### config.mk
export PLATFORM = sky130hd
export DESIGN_NAME = bitslam_synth
export DESIGN_NICKNAME = d
export VERILOG_FILES = /design/src/rtl/bitslam_synth.sv
export SDC_FILE = /design/constraint.sdc
export NUM_CORES = 1
export LEC_CHECK = 0
export CAP_MARGIN = 20
export CORE_MARGIN = 2
export CORE_UTILIZATION = 65
export DETAILED_ROUTE_END_ITERATION = 6
export GPL_TIMING_DRIVEN = 0
export PLACE_DENSITY = 0.84
export SYNTH_ARGS = -nofsm -noshare
export SYNTH_HDL_FRONTEND = slang
export SYNTH_SLANG_ARGS = --single-unit
export TNS_END_PERCENT = 10
### constraint.sdc
create_clock -name clk_i -period 7.4 [get_ports clk_i]
set_clock_uncertainty 0.15 [all_clocks]
set_input_delay 2.22 -clock clk_i [delete_from_list [all_inputs] [get_ports clk_i]]
set_output_delay 2.22 -clock clk_i [all_outputs]
set_load 0.05 [all_outputs]
### src/rtl/bitslam_synth.sv
// Multi-voice sound generator: per-voice divider, noise LFSR or square wave, volume,
// summed into a registered audio word. Configured through a 6-bit address/data bus.
module bitslam_synth #(
    parameter int unsigned NUM_VOICES = 4,
    parameter int unsigned DIV_WIDTH  = 10,
    parameter int unsigned VOL_WIDTH  = 4,
    localparam int unsigned OUT_WIDTH = VOL_WIDTH + $clog2(NUM_VOICES)
) (
    input  logic                 clk_i,
    input  logic                 rst_i,
    input  logic                 bus_sel_i,
    input  logic [5:0]           bus_data_i,
    output logic [OUT_WIDTH-1:0] audio_out_o
);

    logic [5:0]           addr_q, addr_d;
    logic [DIV_WIDTH-1:0] div_q   [NUM_VOICES];
    logic [DIV_WIDTH-1:0] div_d   [NUM_VOICES];
    logic [DIV_WIDTH-1:0] cnt_q   [NUM_VOICES];
    logic [DIV_WIDTH-1:0] cnt_d   [NUM_VOICES];
    logic [VOL_WIDTH-1:0] vol_q   [NUM_VOICES];
    logic [VOL_WIDTH-1:0] vol_d   [NUM_VOICES];
    logic [9:0]           lfsr_q  [NUM_VOICES];
    logic [9:0]           lfsr_d  [NUM_VOICES];
    logic [3:0]           mask_q  [NUM_VOICES];
    logic [3:0]           mask_d  [NUM_VOICES];
    logic [NUM_VOICES-1:0] mode_q, mode_d;
    logic [NUM_VOICES-1:0] en_q, en_d;
    logic [NUM_VOICES-1:0] phase_q, phase_d;
    logic [OUT_WIDTH-1:0] audio_q, audio_d;

    logic wr_en;
    logic tick;
    logic fb;
    logic voice_bit;

    always_comb begin
        addr_d    = bus_sel_i ? addr_q : bus_data_i;
        div_d     = div_q;
        cnt_d     = cnt_q;
        vol_d     = vol_q;
        lfsr_d    = lfsr_q;
        mask_d    = mask_q;
        mode_d    = mode_q;
        en_d      = en_q;
        phase_d   = phase_q;
        audio_d   = '0;
        tick      = 1'b0;
        fb        = 1'b0;
        voice_bit = 1'b0;
        wr_en     = bus_sel_i && !addr_q[5] && ({29'd0, addr_q[4:2]} < NUM_VOICES);

        for (int v = 0; v < NUM_VOICES; v++) begin
            // Tick and mixing use pre-edge register values, even if this edge writes them.
            tick = en_q[v] && (cnt_q[v] >= div_q[v]);
            cnt_d[v] = (tick || !en_q[v]) ? '0 : cnt_q[v] + 1'b1;
            fb = (lfsr_q[v][1] & mask_q[v][0]) ^ (lfsr_q[v][4] & mask_q[v][1]) ^
                 (lfsr_q[v][6] & mask_q[v][2]) ^ (lfsr_q[v][9] & mask_q[v][3]);
            if (tick) begin
                lfsr_d[v]  = (lfsr_q[v] == 10'd0) ? 10'd1 : {lfsr_q[v][8:0], fb};
                phase_d[v] = ~phase_q[v];
            end
            voice_bit = mode_q[v] ? phase_q[v] : lfsr_q[v][0];
            if (en_q[v] && voice_bit) begin
                audio_d = audio_d + OUT_WIDTH'(vol_q[v]);
            end

            if (wr_en && (addr_q[4:2] == 3'(v))) begin
                unique case (addr_q[1:0])
                    2'd0: div_d[v][5:0] = bus_data_i;
                    // Truncation leaves div untouched when there are no high bits.
                    2'd1: div_d[v] = DIV_WIDTH'({bus_data_i, div_q[v][5:0]});
                    2'd2: begin
                        mask_d[v] = bus_data_i[3:0];
                        mode_d[v] = bus_data_i[4];
                        en_d[v]   = bus_data_i[5];
                    end
                    default: vol_d[v] = VOL_WIDTH'(bus_data_i);
                endcase
            end
        end
    end

    always_ff @(posedge clk_i) begin
        if (rst_i) begin
            addr_q  <= '0;
            mode_q  <= '0;
            en_q    <= '0;
            phase_q <= '0;
            audio_q <= '0;
            for (int v = 0; v < NUM_VOICES; v++) begin
                div_q[v]  <= '0;
                cnt_q[v]  <= '0;
                vol_q[v]  <= '0;
                lfsr_q[v] <= 10'h001;
                mask_q[v] <= '0;
            end
        end else begin
            addr_q  <= addr_d;
            div_q   <= div_d;
            cnt_q   <= cnt_d;
            vol_q   <= vol_d;
            lfsr_q  <= lfsr_d;
            mask_q  <= mask_d;
            mode_q  <= mode_d;
            en_q    <= en_d;
            phase_q <= phase_d;
            audio_q <= audio_d;
        end
    end

    assign audio_out_o = audio_q;

endmodule
==> results by stage <==
Run status:
- The flow ran to the end, and the final reports show no timing, DRC or antenna violations.

Placement:
- The congestion estimate from routability-driven global placement came to 0.862.
- The placed instance count is 1120.
- Port buffering added 6 buffers.
- Once detailed placement completed, the half-perimeter wirelength came to 12.7 mm.

Power and ir drop:
- The static power due to leakage is 3.89 nW.
- Of the total power, combinational logic draws 3.9%.
- The internal power of the cells is 1.56 mW.
- The cell area power density is 210 nW/µm².
- In this run the power spent charging and discharging nets is 431 µW.
- The clock network fraction of total power is 48.0%.
- Registers are responsible for 48.2% of the overall power.
- Net switching is 21.6% of the power.
- IR analysis of the VDD net gives a maximum drop of 0.175 mV.

Clock network:
- The count of instances resized after the clock tree is built is 0.
- In this run, CTS created clock tree buffers numbering 17.
- The clock latency of the later-clocked register in the worst-skew pair is 430 ps.
- The TritonCTS clock tree is built.
- The cell chosen for the clock root is clkbuf_16.
- The tree built by TritonCTS fans out to 176 sinks.
- The clock input transition at the sequential cells of the worst setup and hold paths is 70 ps.
- The post-CTS setup repair buffer count is 0.
- The maximum count of clock buffers along a single path is 2.
- After clock tree synthesis, the flow added hold-fix buffers numbering 0.
- In this run the number of H-tree levels came out at 4.

Critical path:
- The required time of the critical path is 7550 ps.
- The delay of the slowest critical-path stage is 400 ps.
- Of all nets on the critical path, the largest fanout is 3.
- Data on the critical path arrives at its endpoint at 4800 ps.
- On the critical path, the stage with the largest delay is an instance of fa_1.
- The buffering stage count on the worst path with inverters included is 2.
- Among the stages of the critical path, the cell type that occurs most often is ha_1.
- The top cell family by delay on the critical path is compound AO/OA/AOI/OAI gates.
- The setup slack on the worst flop-to-flop path is 2760 ps.
- The worst setup path is of the register to register kind.
- The reg-to-reg startpoint is mode_q[0]$_SDFFE_PP0P_.
- The number of cell instances on the worst register-to-register path is 20.
- Traced cell by cell, the critical path runs through mux2_2, and3_1, ha_1, inv_1, fa_1, mux2_2, inv_1, ha_1, a21o_1, a21oi_1, xnor2_1, nor2_1, a31oi_2, ha_1, and2_1, a22o_1, o21a_1, and3_1, o21ai_0, a21oi_1.
- The sort of element at the start of the critical path is a register.
- The endpoint identified for the worst register-to-register timing path is audio_out_o[5]$_SDFF_PP0_.
- The worst setup path is captured at a register.

Synthesis:
- After synthesis, the share of flip-flops with an asynchronous set or reset is 0%.
- The Yosys step of the flow raised 0 warnings.
- For this run, the leading register cell type out of synthesis is dfxtp_1.
- The synthesized netlist net count is 1011.
- The post-synthesis instance area is 8570 µm².
- The synthesized design spends more area on one cell type than any other, namely dfxtp_1.
- The flip-flop and latch count after synthesis is 176.
- For this run, the register share of the synthesized area comes to 41.1%.
- The number of enable flip-flop cells after synthesis is 0.
- After technology mapping, the gate count stands at 942.
- Ranked by total cell area, the synthesized netlist is headed by dfxtp_1 41%, mux2i_1 15%, ha_1 8.3%.
- The portion of synthesized cell area occupied by the leading cell type is 41.1%.
- The mean post-synth cell area is 9.10 µm².
- The synthesized netlist contains 49 unique library cells.

Detailed routing:
- The detail route stage leaves a number of antenna-violating nets equal to 0.
- The post-detailed-route DRC marker count is 0.
- The first-pass iteration count of the detailed router is 5.
- In the routed layout, each cell is associated on average with a via count of 5.68.
- After the first detailed-routing iteration, the DRC count stood at 593.
- Wires add up to 18.8 mm.
- The total number of vias is 6547.
- The per-cell routed wire length is 16.3 µm.

Cells and area:
- At the end of the flow the core is filled with cells to 74.4%.
- At the end of the flow, the number of nets in the layout was 1036.
- The share of cells above drive strength 1 is 5.71%.
- The number of standard cells in the final layout excluding fillers is 1152.
- The number of antenna repair diodes is 0.
- Compared with the post-synthesis result, the final layout area differs by 10.5%.
- The most common cell after layout, fill and taps aside is dfxtp_1.
- The library cells used most frequently in the layout, excluding fill and tap cells, are 176 x dfxtp_1, 170 x nor2_1, 129 x mux2i_1, 73 x nand2_1, 59 x inv_1.

Global routing:
- Entering global routing, the biggest net connects 17 pins.
- Summed over all layers, the global routing overflow is 0.
- The initial antenna violation count is 0.
- The number of global-route vias before repair is 6542.
- The overall fraction of global-route tracks in use is 27.5%.
- The global-route wire length before repair is 31.2 mm.

Floorplanning:
- The starting utilization of the core area is 67.4%.
- In this run the vertical extent of the chip is 119 µm.
- The region available for standard cell placement spans 12700 µm².
- The number of top-level pins is 15.
- The number of standard-cell rows in the floorplan is 41.
- Measured along the x axis, the die boundary spans 119 µm.
- The area of the die is 14100 µm².

STA:
- Setup repair after global routing left no endpoint under its margin.
- Setup violations remaining at the end of the flow were counted as 0.
- For the final routed database, the setup TNS stands at 0 ps.
- The number of pins exceeding their max-slew limit in the final report is 0.
- The number of hold-slack violations in the final timing report came to 0.
- Measured against its own limit, the worst slew margin works out to 47.2%.
- The maximum achievable frequency is 215 MHz.
- The period utilization is 62.8%.
- Subtracting the final worst setup slack from the clock period gives 4640 ps.
- The slew of the pin with the lowest slew margin is 792 ps.

Hold path:
- The tightest min-delay check is of the register to register type.
- The destination of the worst hold path is lfsr_q[9]$_SDFFE_PP0P_.
- The hold path startpoint is lfsr_q[8]$_SDFFE_PP0P_.
- The number of instances on the worst hold path is 2.

Flow run:
- Across the run, the number of max-cap violations was 0.
## cell usage after synthesis, types with 2 or more instances
library cell and count:
nand2_1 73, nand3b_1 2, nor3b_1 3, a31o_2 3
fa_1 3, nand4_1 3, mux2i_1 129, o211ai_1 4
nor2_2 2, a21oi_1 19, nor3_4 2, nor2_1 170
clkbuf_1 29, dfxtp_1 176, and2_1 5, nand2b_1 7
xor2_1 24, a211oi_1 10, o21ai_1 3, nand3_1 31
o21a_1 7, inv_1 59, and3_1 12, buf_2 5
ha_1 57, xnor2_1 23, o21ai_0 19, a21o_1 21
mux2_2 8, nor4_1 9, nor2b_1 6
## sequential cells by signal, indices dropped and copies added (netlist names)
name / flops
audio_out_o: 6
lfsr_q: 40
addr_q: 6
mask_q: 16
cnt_q: 40
vol_q: 16
en_q: 4
div_q: 40
phase_q: 4
mode_q: 4
## power groups by stage
stage	combinational [mW]	clock [mW]	sequential, mW
2_1_floorplan	0.0527	0	0.979
3_3_place_gp	0.0727	0	0.980
3_5_place_dp	0.0748	0	0.980
4_1_cts	0.0759	0.960	0.959
5_1_grt	0.0825	0.995	0.960
6_report	0.0770	0.955	0.959
## worst min-delay path, stage by stage, from the launching register on
cell,delay [ps]
dfxtp_1,310
nand2_1,70
mux2i_1,60
## per-layer routing
layer / up-vias / track usage [%] / part of all wire (%)
met5: - / 0 / 0
met4: 0 / 8.41 / 1.7
met3: 36 / 5.99 / 5.1
met2: 149 / 46.8 / 47
met1: 3134 / 34.8 / 46
li1: 3228 / - / -
## area by class of cell
class	instances	area, µm²
fill	976	3250
timing repair buffer	6	60.1
tap	172	215
multi-input combinational	671	4680
clock inverter	9	156
inverter	60	225
clock buffer	23	468
buffer	35	141
sequential	176	3520
## worst max path at each step
stage	start	to	slack [ps]	cells after the start
after CTS	mode_q[0]$_SDFFE_PP0P_	audio_out_o[5]$_SDFF_PP0_	2750	20
after global routing	mode_q[0]$_SDFFE_PP0P_	audio_out_o[5]$_SDFF_PP0_	2460	20
after global placement	mode_q[0]$_SDFFE_PP0P_	audio_out_o[5]$_SDFF_PP0_	2880	20
after floorplan	mode_q[0]$_SDFFE_PP0P_	audio_out_o[5]$_SDFF_PP0_	3150	20
after detailed placement	mode_q[0]$_SDFFE_PP0P_	audio_out_o[5]$_SDFF_PP0_	2780	20
final	mode_q[0]$_SDFFE_PP0P_	audio_out_o[5]$_SDFF_PP0_	2760	20
## logic make-up after synthesis
group	synth area share, %
adder cells (fa/ha/maj)	9.02
XOR/XNOR	4.80
multiplexers	16.1
AO/OA/AOI/OAI	7.50
buffers and inverters	4.28
AND/OR/NAND/NOR	17.2
flip-flops	41.1
## stage by stage
stage / hold slack, ps / instance area [µm²] / total power, mW / setup WS, ps
floorplan: 280 / 8570 / 1.03 / 3150
global placement: 295 / 8850 / 1.05 / 2880
detailed placement: 301 / 8850 / 1.06 / 2780
CTS: 329 / 9470 / 2.00 / 2750
global route: 351 / 9470 / 2.04 / 2460
finish: 327 / 9470 / 1.99 / 2760
Power figures use the tool's default switching activity.
